$ cat src/rtl/mcdt_arbiter.sv
// mcdt_arbiter: output-side scheduler for the multi-channel data transfer path.
// Picks at most one of three channel FIFOs to pop per cycle and forwards the
// popped word one cycle later.
//
// Ports:
//   clk_i, rst_i          clock (rising edge), asynchronous active-high reset
//   chN_req_i             chN FIFO non-empty
//   chN_data_i            chN FIFO head word
//   chN_ack_o             chN FIFO pop strobe (combinational)
//   ch_en_i[2:0]          per-channel enable, bit n = chN
//   prio_mode_i           0 = round-robin with burst hold, 1 = fixed priority ch0>ch1>ch2
//   mcdt_data_o           forwarded word (zero on idle cycles)
//   mcdt_val_o            forwarded word valid
//   mcdt_id_o             source channel of the forwarded word (holds when idle)
module mcdt_arbiter #(
  parameter int unsigned DW    = 32,
  parameter int unsigned BURST = 4
) (
  input  logic          clk_i,
  input  logic          rst_i,
  input  logic          ch0_req_i,
  input  logic [DW-1:0] ch0_data_i,
  output logic          ch0_ack_o,
  input  logic          ch1_req_i,
  input  logic [DW-1:0] ch1_data_i,
  output logic          ch1_ack_o,
  input  logic          ch2_req_i,
  input  logic [DW-1:0] ch2_data_i,
  output logic          ch2_ack_o,
  input  logic [2:0]    ch_en_i,
  input  logic          prio_mode_i,
  output logic [DW-1:0] mcdt_data_o,
  output logic          mcdt_val_o,
  output logic [1:0]    mcdt_id_o
);

  localparam logic [3:0] BurstMax = 4'(BURST);

  typedef enum logic [0:0] {StIdle, StGrant} state_e;

  state_e     state_q, state_d;
  logic [1:0] owner_q, owner_d;
  logic [3:0] cnt_q, cnt_d;
  logic [1:0] ptr_q, ptr_d;

  // Bit 3 pads the vector so any 2-bit index is in range.
  logic [3:0] elig;
  assign elig = {1'b0, ch2_req_i & ch_en_i[2], ch1_req_i & ch_en_i[1], ch0_req_i & ch_en_i[0]};

  function automatic logic [1:0] next_ch(input logic [1:0] c);
    return (c == 2'd2) ? 2'd0 : c + 2'd1;
  endfunction

  // Round-robin search starting after the pointer; the pointer itself comes last.
  logic [1:0] rr_c1, rr_c2;
  logic       rr_vld;
  logic [1:0] rr_id;

  always_comb begin
    rr_c1  = next_ch(ptr_q);
    rr_c2  = next_ch(rr_c1);
    rr_vld = 1'b1;
    rr_id  = ptr_q;
    if (elig[rr_c1])      rr_id = rr_c1;
    else if (elig[rr_c2]) rr_id = rr_c2;
    else if (elig[ptr_q]) rr_id = ptr_q;
    else                  rr_vld = 1'b0;
  end

  logic       gnt_vld;
  logic [1:0] gnt_id;

  always_comb begin
    state_d = state_q;
    owner_d = owner_q;
    cnt_d   = cnt_q;
    ptr_d   = ptr_q;
    gnt_vld = 1'b0;
    gnt_id  = 2'd0;

    if (prio_mode_i) begin
      // Fixed priority keeps no burst state; a later switch to RR starts from IDLE.
      state_d = StIdle;
      cnt_d   = 4'd0;
      if (elig[0]) begin
        gnt_vld = 1'b1;
        gnt_id  = 2'd0;
      end else if (elig[1]) begin
        gnt_vld = 1'b1;
        gnt_id  = 2'd1;
      end else if (elig[2]) begin
        gnt_vld = 1'b1;
        gnt_id  = 2'd2;
      end
      if (gnt_vld) ptr_d = gnt_id;
    end else if (state_q == StGrant && elig[owner_q] && cnt_q < BurstMax) begin
      gnt_vld = 1'b1;
      gnt_id  = owner_q;
      cnt_d   = cnt_q + 4'd1;
    end else if (rr_vld) begin
      // Covers IDLE and burst end; in GRANT the pointer equals the owner.
      gnt_vld = 1'b1;
      gnt_id  = rr_id;
      state_d = StGrant;
      owner_d = rr_id;
      cnt_d   = 4'd1;
      ptr_d   = rr_id;
    end else begin
      state_d = StIdle;
      cnt_d   = 4'd0;
    end
  end

  always_ff @(posedge clk_i or posedge rst_i) begin
    if (rst_i) begin
      state_q <= StIdle;
      owner_q <= 2'd0;
      cnt_q   <= 4'd0;
      ptr_q   <= 2'd2;
    end else begin
      state_q <= state_d;
      owner_q <= owner_d;
      cnt_q   <= cnt_d;
      ptr_q   <= ptr_d;
    end
  end

  assign ch0_ack_o = gnt_vld & (gnt_id == 2'd0) & ~rst_i;
  assign ch1_ack_o = gnt_vld & (gnt_id == 2'd1) & ~rst_i;
  assign ch2_ack_o = gnt_vld & (gnt_id == 2'd2) & ~rst_i;

  logic [DW-1:0] gnt_data;

  always_comb begin
    gnt_data = '0;
    unique case (gnt_id)
      2'd0:    gnt_data = ch0_data_i;
      2'd1:    gnt_data = ch1_data_i;
      2'd2:    gnt_data = ch2_data_i;
      default: gnt_data = '0;
    endcase
  end

  always_ff @(posedge clk_i or posedge rst_i) begin
    if (rst_i) begin
      mcdt_data_o <= '0;
      mcdt_val_o  <= 1'b0;
      mcdt_id_o   <= 2'd0;
    end else if (gnt_vld) begin
      mcdt_data_o <= gnt_data;
      mcdt_val_o  <= 1'b1;
      mcdt_id_o   <= gnt_id;
    end else begin
      mcdt_data_o <= '0;
      mcdt_val_o  <= 1'b0;
    end
  end

endmodule
$ cat config.mk
export PLATFORM = sky130hd
export DESIGN_NAME = mcdt_arbiter
export DESIGN_NICKNAME = d
export VERILOG_FILES = /design/src/rtl/mcdt_arbiter.sv
export SDC_FILE = /design/constraint.sdc
export NUM_CORES = 1
export LEC_CHECK = 0
export ABC_CLOCK_PERIOD_IN_PS = 3080
export CAP_MARGIN = 20
export CORE_MARGIN = 2
export CORE_UTILIZATION = 39
export DETAILED_ROUTE_END_ITERATION = 6
export GPL_ROUTABILITY_DRIVEN = 0
export PLACE_DENSITY = 0.91
export SLEW_MARGIN = 20
export SYNTH_ARGS = -nofsm -noshare
export SYNTH_HDL_FRONTEND = slang
export SYNTH_SLANG_ARGS = --single-unit
$ cat constraint.sdc
create_clock -name clk_i -period 3.08 [get_ports clk_i]
set_input_delay 0.616 -clock clk_i [delete_from_list [all_inputs] [get_ports clk_i]]
set_output_delay 0.616 -clock clk_i [all_outputs]
set_load 0.02 [all_outputs]
* After elaboration in Yosys (flattened, before gate mapping)
Cells that the tools add are included.
** Cells by class
- Eq/ne operators :: 6
- Mux-type cells :: 40
- Add/sub/neg operators :: 3
- Reduce and logical (&&, ||, !) cells :: 6
- $lt $le $gt $ge :: 5
- Bitwise gates (word level) :: 12
** Operators with widths (number)
- $pmux 32 s3 :: 1
- $mux 32 :: 1
- $mux 2 :: 14
- $mux 1 :: 18
- $lt 2x3->1 const B :: 4
- $and 1x1->1 :: 9
- $bmux 1 s2 :: 4
- $mux 4 :: 2
- $eq 2x2->1 const B :: 3
- $reduce_and 3->1 :: 2
- $add 2x1->2 const B :: 2
- $add 4x1->4 const B :: 1
- $lt 4x3->1 const B :: 1
- $not 1->1 :: 3
- $eq 2x1->1 const B :: 1
- $logic_and 1x1->1 :: 2
- $logic_not 2->1 :: 1
- $ne 2x1->1 const B :: 1
- $ne 2x2->1 const B :: 1
- $reduce_bool 2->1 :: 1
** Word-level totals
- Register bits :: 44
- Logic and storage cells :: 79
- Bits of input ports :: 105

* Depth between registers and ports, before layout
Gate-level depths: netlist of run 1.
- Word-level depth :: 14
- Gate-level depth with buffers :: 7
- Mapped depth without buffers :: 5

* Worst setup path after synthesis of run 1
OpenSTA, ideal clock, no wires.
- Path kind :: input -> output
- Start point :: input port ch_en_i[1]
- End point :: output port ch1_ack_o
- Path buffers :: 1
- Data required time :: 2464 ps
- Stages :: 6
- Slack :: 183 ps
- Arrival time :: 2281 ps
- Cell sequence :: and4b_1 > o31a_1 > nor4_4 > buf_2 > nor2_1 > nor3_1
** On the way
- Word-level cells in the longest chain between the ends :: 12
** Ends and longest elaborated chain
- start, declared :: line 30 : input logic [2:0] ch_en_i,
- $and 1x1->1 (*) :: line 48 : assign elig = {1'b0, ch2_req_i & ch_en_i[2], ch1_req_i & ch_en_i[1], ch0_req_i & ch_en_i[0]};
- $bmux 1 s2 :: line 66 : else if (elig[ptr_q]) rr_id = ptr_q;
- $mux 1 (implied by the code) :: line 66
- $mux 1 :: line 66
- $mux 1 :: line 65 : else if (elig[rr_c2]) rr_id = rr_c2;
- $mux 1 :: line 64 : if (elig[rr_c1]) rr_id = rr_c1;
- $mux 2 :: line 100 : end else if (rr_vld) begin
- $mux 2 :: line 96 : end else if (state_q == StGrant && elig[owner_q] && cnt_q < BurstMax) begin
- $mux 2 :: line 81 : if (prio_mode_i) begin
- $eq 2x1->1 :: line 129 : assign ch1_ack_o = gnt_vld & (gnt_id == 2'd1) & ~rst_i;
- $and 1x1->1 (*) (2 in a row) :: line 129
- end, declared :: line 26 : output logic ch1_ack_o,
Every way passes the cells marked *; elsewhere a longest branch is shown, timed or not. The select of a mux whose other input is x is not followed.

* Final worst setup path of run 1
- Start point :: register owner_q[0]
- End point :: output port ch1_ack_o
** On the way
- Word-level cells in the longest chain between the ends :: 9
** Ends and longest elaborated chain
- start, declared :: line 42 : logic [1:0] owner_q, owner_d;
- start signal, assigned :: line 122 : owner_q <= owner_d;
- $bmux 1 s2 :: line 96
- $mux 1 (implied by the code) :: line 96
- $logic_and 1x1->1 (2 in a row) :: line 96
- $mux 2 :: line 96
- $mux 2 :: line 81
- $eq 2x1->1 :: line 129
- $and 1x1->1 (*) (2 in a row) :: line 129
Marked as above.

==> results of run 1 <==
[layout make-up]
class | instances | area, sq um | share of cell area, %
well taps | 77 | 96.3 | 2.31
clock buffers | 8 | 90.1 | 2.16
flip-flops and latches | 44 | 1100 | 26.4
inverters | 2 | 7.51 | 0.180
multi-input cells | 192 | 1260 | 30.2
repair buffers | 167 | 1620 | 38.7
[metal layers]
layer	track usage, %	wire length [um]
met2	41.1	4390
met5	0	0
met3	5.41	589
met1	26.5	3140
met4	4.04	97
[synthesized netlist by cell type (all sizes together), types with 2 or more instances]
cell / count
nor3: 2
a211o: 2
a22oi: 2
a21o: 4
o21ai: 35
a21oi: 3
o211ai: 2
buf: 10
a31oi: 32
and2: 5
and3b: 2
nor3b: 3
clkbuf: 12
nand2: 38
a22o: 2
and4b: 2
inv: 2
a221oi: 2
nand3: 33
nor2: 6
dfrtp: 43
[how the worst max path moves through the flow]
stage                     end
floorplan           ch1_ack_o
global placement    ch0_ack_o
detailed placement  ch0_ack_o
CTS                 ch1_ack_o
global route        ch1_ack_o
finish              ch1_ack_o
[what timing repair did]
| action | in CTS | in global routing |
|---|---|---|
| endpoints found under the setup margin | 3 | 3 |
| pin swaps | 1 | 7 |
| endpoints found under the hold margin | 0 | 0 |
| setup buffers | 2 | 1 |
| gates resized for setup | 14 | 8 |
[report_power, final]
group	switching (mW)	total, mW	internal (mW)
Sequential	0.0447	0.702	0.657
Combinational	0.332	0.690	0.358
Clock	0.188	0.371	0.183
[cell families (layout without fill, tap and decap cells)]
logic type / count (synthesis) / after routing
adder cells (fa/ha/maj): 1 / 1
AND/OR/NAND/NOR: 98 / 98
AO/OA/AOI/OAI: 91 / 91
buffers and inverters: 24 / 177
multiplexers: 1 / 1
flip-flops: 44 / 44
other: 1 / 1
[registers in the layout (all words and copies together), names as in the netlist]
signal / cells
ptr_q: 2
mcdt_val_o: 1
state_q: 1
owner_q: 2
mcdt_id_o: 2
cnt_q: 4
mcdt_data_o: 32
[stage by stage]
step / power (mW) / utilization [%] / hold WS [ps] / instances / area [sq um]
2_1_floorplan: 1.06 / - / 436 / 260 / 2520
3_3_place_gp: 1.38 / 64.2 / 461 / 479 / 4050
3_5_place_dp: 1.40 / 64.2 / 490 / 479 / 4050
4_1_cts: 1.78 / 65.7 / 501 / 489 / 4150
5_1_grt: 1.85 / 66.2 / 518 / 490 / 4180
6_report: 1.76 / 66.2 / 490 / 490 / 4180
==> impl_results.html, run 1 <==
<table>
<tr><th>Metric</th><th>Value</th></tr>
<tr><th colspan="2">Cells and area</th></tr>
<tr><td>Number of inserted diodes</td><td>0</td></tr>
<tr><td>Fraction of layout instances using a drive strength above 1</td><td>18.2%</td></tr>
<tr><td>Synth-to-Final Area Change</td><td>65.7%</td></tr>
<tr><td>Leading cell type in the layout, fill and taps excluded</td><td>clkdlybuf4s50_1</td></tr>
<tr><td>Number of nets in the final layout</td><td>518</td></tr>
<tr><td>Layout filler cell count</td><td>532</td></tr>
<tr><td>Most frequent cells in the layout</td><td>clkdlybuf4s50_1 (133), dfrtp_1 (43), nand2_1 (38)</td></tr>
<tr><th colspan="2">STA</th></tr>
<tr><td>Setup TNS</td><td>0 ps</td></tr>
<tr><td>Total count of hold-check failures in the final report</td><td>0</td></tr>
<tr><td>Final critical-path required period</td><td>2840 ps</td></tr>
<tr><td>Setup repair after global routing missed its margin</td><td>false</td></tr>
<tr><td>Setup skew after layout</td><td>5.86 ps</td></tr>
<tr><td>Number of max-slew violations in the final report</td><td>0</td></tr>
<tr><td>Max Freq</td><td>352 MHz</td></tr>
<tr><td>Final worst slack</td><td>237 ps</td></tr>
<tr><td>Setup-violating endpoint count in the final report</td><td>0</td></tr>
<tr><td>Tightest Pin Transition</td><td>543 ps</td></tr>
<tr><td>Period utilization</td><td>92.3%</td></tr>
<tr><td>Worst-case headroom to the max-slew limit</td><td>63.7%</td></tr>
<tr><th colspan="2">Power</th></tr>
<tr><td>VDD IR-drop max</td><td>223 uV</td></tr>
<tr><td>Reported leakage power</td><td>1.80 nW</td></tr>
<tr><td>Power density of the placed cells</td><td>422 mW/mm^2</td></tr>
<tr><th colspan="2">Worst setup path</th></tr>
<tr><td>Type of element capturing the critical path</td><td>output pin</td></tr>
<tr><td>Logic depth of the worst register-to-register path</td><td>8</td></tr>
<tr><td>Startpoint of the lowest-slack register-to-register path</td><td>owner_q[0]</td></tr>
<tr><td>Launch point of the worst path</td><td>owner_q[0]</td></tr>
<tr><td>Crit path cell chain</td><td>and4b_1, o31a_1, buf_6, nor4_4, nor2_1, nor3_1, buf_2</td></tr>
<tr><td>CP Max Fanout</td><td>8</td></tr>
<tr><td>Kind of launch point of the worst setup path</td><td>flip-flop</td></tr>
<tr><td>Family with the most delay on the worst path</td><td>simple AND/OR/NAND/NOR gates</td></tr>
<tr><td>Critical path's largest stage delay</td><td>480 ps</td></tr>
<tr><td>Start-to-end type of the worst setup path</td><td>reg -&gt; out</td></tr>
<tr><td>CP Data Arrival Time</td><td>2230 ps</td></tr>
<tr><td>Setup slack on the worst flop-to-flop path</td><td>680 ps</td></tr>
<tr><td>Required arrival time at the worst endpoint</td><td>2460 ps</td></tr>
<tr><td>Buf/Inv on CP</td><td>2</td></tr>
<tr><td>Crit-path slowest cell</td><td>dfrtp_1</td></tr>
<tr><td>Stages on worst setup path</td><td>7</td></tr>
<tr><td>End of the worst register-to-register path</td><td>mcdt_data_o[15]</td></tr>
<tr><th colspan="2">Route</th></tr>
<tr><td>Wirelength per Cell</td><td>16.8 um</td></tr>
<tr><td>Total number of vias</td><td>2,702</td></tr>
<tr><td>Count of nets left with antenna violations after detail routing</td><td>0</td></tr>
<tr><td>Number of optimization iterations in the first detailed-route pass</td><td>5</td></tr>
<tr><td>Routed wire length</td><td>8210 um</td></tr>
<tr><td>Number of violations reported at the end of detailed-routing iteration 0</td><td>104</td></tr>
<tr><td>Vias/cell</td><td>5.51</td></tr>
<tr><td>DRC violations left</td><td>0</td></tr>
<tr><th colspan="2">Global routing</th></tr>
<tr><td>Total Routing Usage GR</td><td>22.3%</td></tr>
<tr><td>Maximum number of pins on one net before global-route repair</td><td>36</td></tr>
<tr><td>Wire length of the first global-routing pass</td><td>12,900 um</td></tr>
<tr><td>Initial antenna violation count</td><td>0</td></tr>
<tr><td>GRT overflow</td><td>0</td></tr>
<tr><td>Number of global-route vias before repair</td><td>2,698</td></tr>
<tr><th colspan="2">Clocking</th></tr>
<tr><td>Count of hold buffers inserted by post-cts repair</td><td>0</td></tr>
<tr><td>Count of clock tree sinks</td><td>44</td></tr>
<tr><td>Total CTS buffers</td><td>5</td></tr>
<tr><td>CTS tree</td><td>built</td></tr>
<tr><td>Clock Tree Root</td><td>clkbuf_8</td></tr>
<tr><td># H-tree levels</td><td>2</td></tr>
<tr><td>Clock insertion delay at the later pin of the skew report</td><td>290 ps</td></tr>
<tr><td>Clock transition at the register clock pins on the worst setup and hold paths after CTS</td><td>70 ps</td></tr>
<tr><td>Maximum buffer depth of the clock tree</td><td>2</td></tr>
<tr><th colspan="2">Yosys</th></tr>
<tr><td>Synth Cell Area</td><td>0.00252 sq mm</td></tr>
<tr><td>Area share of fa/ha/maj cells after synthesis</td><td>0.496%</td></tr>
<tr><td>Cell types with the largest area share after synthesis</td><td>dfrtp_1 (43%), nand3_2 (12%), a31oi_1 (7.9%)</td></tr>
<tr><td>Library cell occupying the most area in the post-synthesis netlist</td><td>dfrtp_1</td></tr>
<tr><td>Register bit count reported by yosys</td><td>44</td></tr>
<tr><td>Largest family of logic cells by synthesized area</td><td>simple AND/OR/NAND/NOR gates</td></tr>
<tr><td>Number of flops mapped to enable cells by yosys</td><td>0</td></tr>
<tr><td>Share of the synthesized area in compound gates (AO/OA/AOI/OAI)</td><td>22.6%</td></tr>
<tr><td>Portion of netlist area occupied by mux cells</td><td>0.446%</td></tr>
<tr><td>Sequential element share of the synthesized area</td><td>43.7%</td></tr>
<tr><td>Number of cells produced by synthesis</td><td>260</td></tr>
<tr><td>XOR/XNOR share of the synthesized area</td><td>0%</td></tr>
<tr><td>Synthesized netlist net count</td><td>366</td></tr>
<tr><td>Post-synthesis area per instance</td><td>9.70 sq um</td></tr>
<tr><td>Fraction of synthesis flops using an asynchronous set or reset pin</td><td>100%</td></tr>
<tr><td>Number of distinct library cells after synthesis</td><td>46</td></tr>
<tr><td>Portion of synthesized cell area occupied by the leading cell type</td><td>42.7%</td></tr>
<tr><td>Post-Synth Simple-Gate Area</td><td>25.9%</td></tr>
<tr><td>Most used flip-flop cell after synthesis</td><td>dfrtp_1</td></tr>
<tr><td>Syn. warnings</td><td>0</td></tr>
<tr><th colspan="2">Die</th></tr>
<tr><td>Placement Rows</td><td>29</td></tr>
<tr><td>CORE AREA</td><td>0.00631 sq mm</td></tr>
<tr><td>Initial Util</td><td>40.0%</td></tr>
<tr><td>Die Wd</td><td>84.4 um</td></tr>
<tr><td>Count of pins on the block boundary</td><td>143</td></tr>
<tr><td>Y dimension of the die</td><td>84.4 um</td></tr>
<tr><td>Die area</td><td>0.00713 sq mm</td></tr>
<tr><th colspan="2">Min path</th></tr>
<tr><td>Hold Crit Endpoint</td><td>cnt_q[0]</td></tr>
<tr><td>Hold path start</td><td>cnt_q[0]</td></tr>
<tr><td>Hold Crit Depth</td><td>1</td></tr>
<tr><td>Classification of the worst-slack hold path</td><td>reg -&gt; reg</td></tr>
<tr><th colspan="2">Placed design</th></tr>
<tr><td>Detailed Place HPWL</td><td>5920 um</td></tr>
<tr><td>Port buffer count</td><td>142</td></tr>
<tr><td>Worst Setup Slack post-DPL</td><td>-379 ps</td></tr>
<tr><th colspan="2">Flow run</th></tr>
<tr><td>Max Cap Violations</td><td>0</td></tr>
<tr><th colspan="2">Status</th></tr>
<tr><td>Run status</td><td>finished clean</td></tr>
</table>
(Power assumes the default switching activity.)
==> run 2, diff against run 1 <==
--- a/config.mk
+++ b/config.mk
@@ -7,10 +7,10 @@
 export LEC_CHECK = 0
 export ABC_CLOCK_PERIOD_IN_PS = 3080
 export CAP_MARGIN = 20
-export CORE_MARGIN = 2
 export CORE_UTILIZATION = 39
 export DETAILED_ROUTE_END_ITERATION = 6
 export GPL_ROUTABILITY_DRIVEN = 0
+export MAX_ROUTING_LAYER = met4
 export PLACE_DENSITY = 0.91
 export SLEW_MARGIN = 20
 export SYNTH_ARGS = -nofsm -noshare
==> impl_results.html, run 2 (same netlist as run 1, synthesis figures left out) <==
<table>
<tr><th>Metric</th><th>Value</th></tr>
<tr><th colspan="2">Status</th></tr>
<tr><td>Run status</td><td>finished clean</td></tr>
<tr><th colspan="2">Global routing</th></tr>
<tr><td>Number of global-route vias before repair</td><td>2,721</td></tr>
<tr><td>Initial antenna violation count</td><td>0</td></tr>
<tr><td>GRT overflow</td><td>0</td></tr>
<tr><td>Wire length of the first global-routing pass</td><td>12,600 um</td></tr>
<tr><td>Maximum number of pins on one net before global-route repair</td><td>45</td></tr>
<tr><td>Total Routing Usage GR</td><td>25.5%</td></tr>
<tr><th colspan="2">STA</th></tr>
<tr><td>Total count of hold-check failures in the final report</td><td>0</td></tr>
<tr><td>Period utilization</td><td>98.3%</td></tr>
<tr><td>Worst-case headroom to the max-slew limit</td><td>40.3%</td></tr>
<tr><td>Setup skew after layout</td><td>12.6 ps</td></tr>
<tr><td>Final worst slack</td><td>53.2 ps</td></tr>
<tr><td>Tightest Pin Transition</td><td>894 ps</td></tr>
<tr><td>Setup-violating endpoint count in the final report</td><td>0</td></tr>
<tr><td>Max Freq</td><td>330 MHz</td></tr>
<tr><td>Number of max-slew violations in the final report</td><td>0</td></tr>
<tr><td>Setup repair after global routing missed its margin</td><td>false</td></tr>
<tr><td>Final critical-path required period</td><td>3030 ps</td></tr>
<tr><th colspan="2">Route</th></tr>
<tr><td>Count of nets left with antenna violations after detail routing</td><td>0</td></tr>
<tr><td>Number of optimization iterations in the first detailed-route pass</td><td>4</td></tr>
<tr><td>DRC violations left</td><td>0</td></tr>
<tr><td>Total number of vias</td><td>2,755</td></tr>
<tr><td>Wirelength per Cell</td><td>17.1 um</td></tr>
<tr><td>Number of violations reported at the end of detailed-routing iteration 0</td><td>170</td></tr>
<tr><td>Routed wire length</td><td>8320 um</td></tr>
<tr><td>Vias/cell</td><td>5.66</td></tr>
<tr><th colspan="2">Cells and area</th></tr>
<tr><td>Largest registers</td><td>mcdt_data_o: 32 flops, cnt_q: 4 flops</td></tr>
<tr><td>Most frequent cells in the layout</td><td>clkdlybuf4s50_1 (136), dfrtp_1 (43), nand2_1 (38)</td></tr>
<tr><td>Layout filler cell count</td><td>489</td></tr>
<tr><td>Number of inserted diodes</td><td>0</td></tr>
<tr><td>Leading cell type in the layout, fill and taps excluded</td><td>clkdlybuf4s50_1</td></tr>
<tr><td>Number of nets in the final layout</td><td>517</td></tr>
<tr><td>Synth-to-Final Area Change</td><td>64.8%</td></tr>
<tr><td>Finished Cell Area</td><td>0.00416 sq mm</td></tr>
<tr><td>Reg with most FFs</td><td>mcdt_data_o</td></tr>
<tr><td>Fraction of layout instances using a drive strength above 1</td><td>18.0%</td></tr>
<tr><td>Final cell utilization of the core</td><td>68.2%</td></tr>
<tr><td>Non-filler cells in the finished layout</td><td>487</td></tr>
<tr><td>Flip-flop count of the largest register, all copies and words added</td><td>32</td></tr>
<tr><th colspan="2">Worst setup path</th></tr>
<tr><td>Buf/Inv on CP</td><td>2</td></tr>
<tr><td>Crit-path slowest cell</td><td>or4_4</td></tr>
<tr><td>Required arrival time at the worst endpoint</td><td>2460 ps</td></tr>
<tr><td>Stages on worst setup path</td><td>7</td></tr>
<tr><td>Start-to-end type of the worst setup path</td><td>in -&gt; out</td></tr>
<tr><td>Type of element capturing the critical path</td><td>output pin</td></tr>
<tr><td>Crit path cell chain</td><td>clkdlybuf4s50_1, and4b_1, o31a_1, or4_4, nand2_1, nor3_1, buf_2</td></tr>
<tr><td>Logic depth of the worst register-to-register path</td><td>6</td></tr>
<tr><td>Family with the most delay on the worst path</td><td>simple AND/OR/NAND/NOR gates</td></tr>
<tr><td>CP Max Fanout</td><td>3</td></tr>
<tr><td>CP Data Arrival Time</td><td>2410 ps</td></tr>
<tr><td>Kind of launch point of the worst setup path</td><td>input port</td></tr>
<tr><td>Critical path's largest stage delay</td><td>540 ps</td></tr>
<tr><th colspan="2">Die</th></tr>
<tr><td>Y dimension of the die</td><td>82.4 um</td></tr>
<tr><td>Count of pins on the block boundary</td><td>143</td></tr>
<tr><td>Initial Util</td><td>41.4%</td></tr>
<tr><td>Die area</td><td>0.00679 sq mm</td></tr>
<tr><td>Placement Rows</td><td>28</td></tr>
<tr><td>CORE AREA</td><td>0.00610 sq mm</td></tr>
<tr><td>Die Wd</td><td>82.4 um</td></tr>
<tr><th colspan="2">Placed design</th></tr>
<tr><td>Placed standard-cell area</td><td>0.00406 sq mm</td></tr>
<tr><td>Port buffer count</td><td>142</td></tr>
<tr><td>Worst Setup Slack post-DPL</td><td>-359 ps</td></tr>
<tr><td>Detailed Place HPWL</td><td>6030 um</td></tr>
<tr><td>Placed Cells</td><td>478</td></tr>
<tr><th colspan="2">Power</th></tr>
<tr><td>Reported leakage power</td><td>1.76 nW</td></tr>
<tr><td>Post-route total power</td><td>1.82 mW</td></tr>
<tr><td>Power density of the placed cells</td><td>438 mW/mm^2</td></tr>
<tr><td>VDD IR-drop max</td><td>249 uV</td></tr>
<tr><th colspan="2">Clocking</th></tr>
<tr><td>Total CTS buffers</td><td>5</td></tr>
<tr><td>Clock Tree Root</td><td>clkbuf_8</td></tr>
<tr><td>Count of clock tree sinks</td><td>44</td></tr>
<tr><td>Count of hold buffers inserted by post-cts repair</td><td>0</td></tr>
<tr><td>Maximum buffer depth of the clock tree</td><td>2</td></tr>
<tr><td>CTS tree</td><td>built</td></tr>
<tr><td># H-tree levels</td><td>2</td></tr>
<tr><td>Clock insertion delay at the later pin of the skew report</td><td>290 ps</td></tr>
<tr><td>Clock transition at the register clock pins on the worst setup and hold paths after CTS</td><td>80 ps</td></tr>
<tr><th colspan="2">Flow run</th></tr>
<tr><td>Max Cap Violations</td><td>0</td></tr>
<tr><th colspan="2">Min path</th></tr>
<tr><td>Classification of the worst-slack hold path</td><td>reg -&gt; reg</td></tr>
<tr><td>Hold Crit Depth</td><td>1</td></tr>
</table>
## run 2: metrics by stage
step | hold slack [ps] | setup TNS, ps
detailed placement | 476 | -1040
CTS | 497 | 0
global route | 513 | 0
finish | 495 | 0
global placement | 461 | -923
floorplan | 436 | 0
## run 2: area by class of cell
class                      instances  area (sq um)  area share (%)
sequential                        44          1100            26.5
timing repair buffer             166          1590            38.2
inverter                           2          7.51           0.181
clock inverter                     2          35.0           0.843
clock buffer                       6          72.6            1.75
multi-input combinational        192          1260            30.3
tap                               75          93.8            2.26
## run 2: path summary, 6_finish.rpt
check	endpoint	start	slack, ps
setup / recovery	ch0_ack_o	ch_en_i[1]	50
hold / removal	cnt_q[0]	cnt_q[0]	490
setup reg to reg	mcdt_data_o[1]	owner_q[1]	720
hold reg to reg	cnt_q[0]	cnt_q[0]	490
max in group asynchronous	ptr_q[0]	rst_i	1570
min in group asynchronous	mcdt_data_o[19]	rst_i	950
## run 2: where the power goes
part | switching (mW) | internal, mW | total (mW)
Clock | 0.186 | 0.241 | 0.426
Sequential | 0.0447 | 0.657 | 0.702
Combinational | 0.337 | 0.357 | 0.694
## run 2: repair_timing
item,CTS,global route
pin swaps,2,2
setup endpoints to repair,3,3
buffers inserted,0,1
hold endpoints to repair,0,0
resized for setup,16,3
## run 2: routing by layer
layer	vias up	GRT usage, %	wire length, um
met5	-	-	0
met4	0	5.61	115
met3	17	5.71	678
met2	134	48.6	4540
met1	1346	26.6	2980
li1	1258	-	-
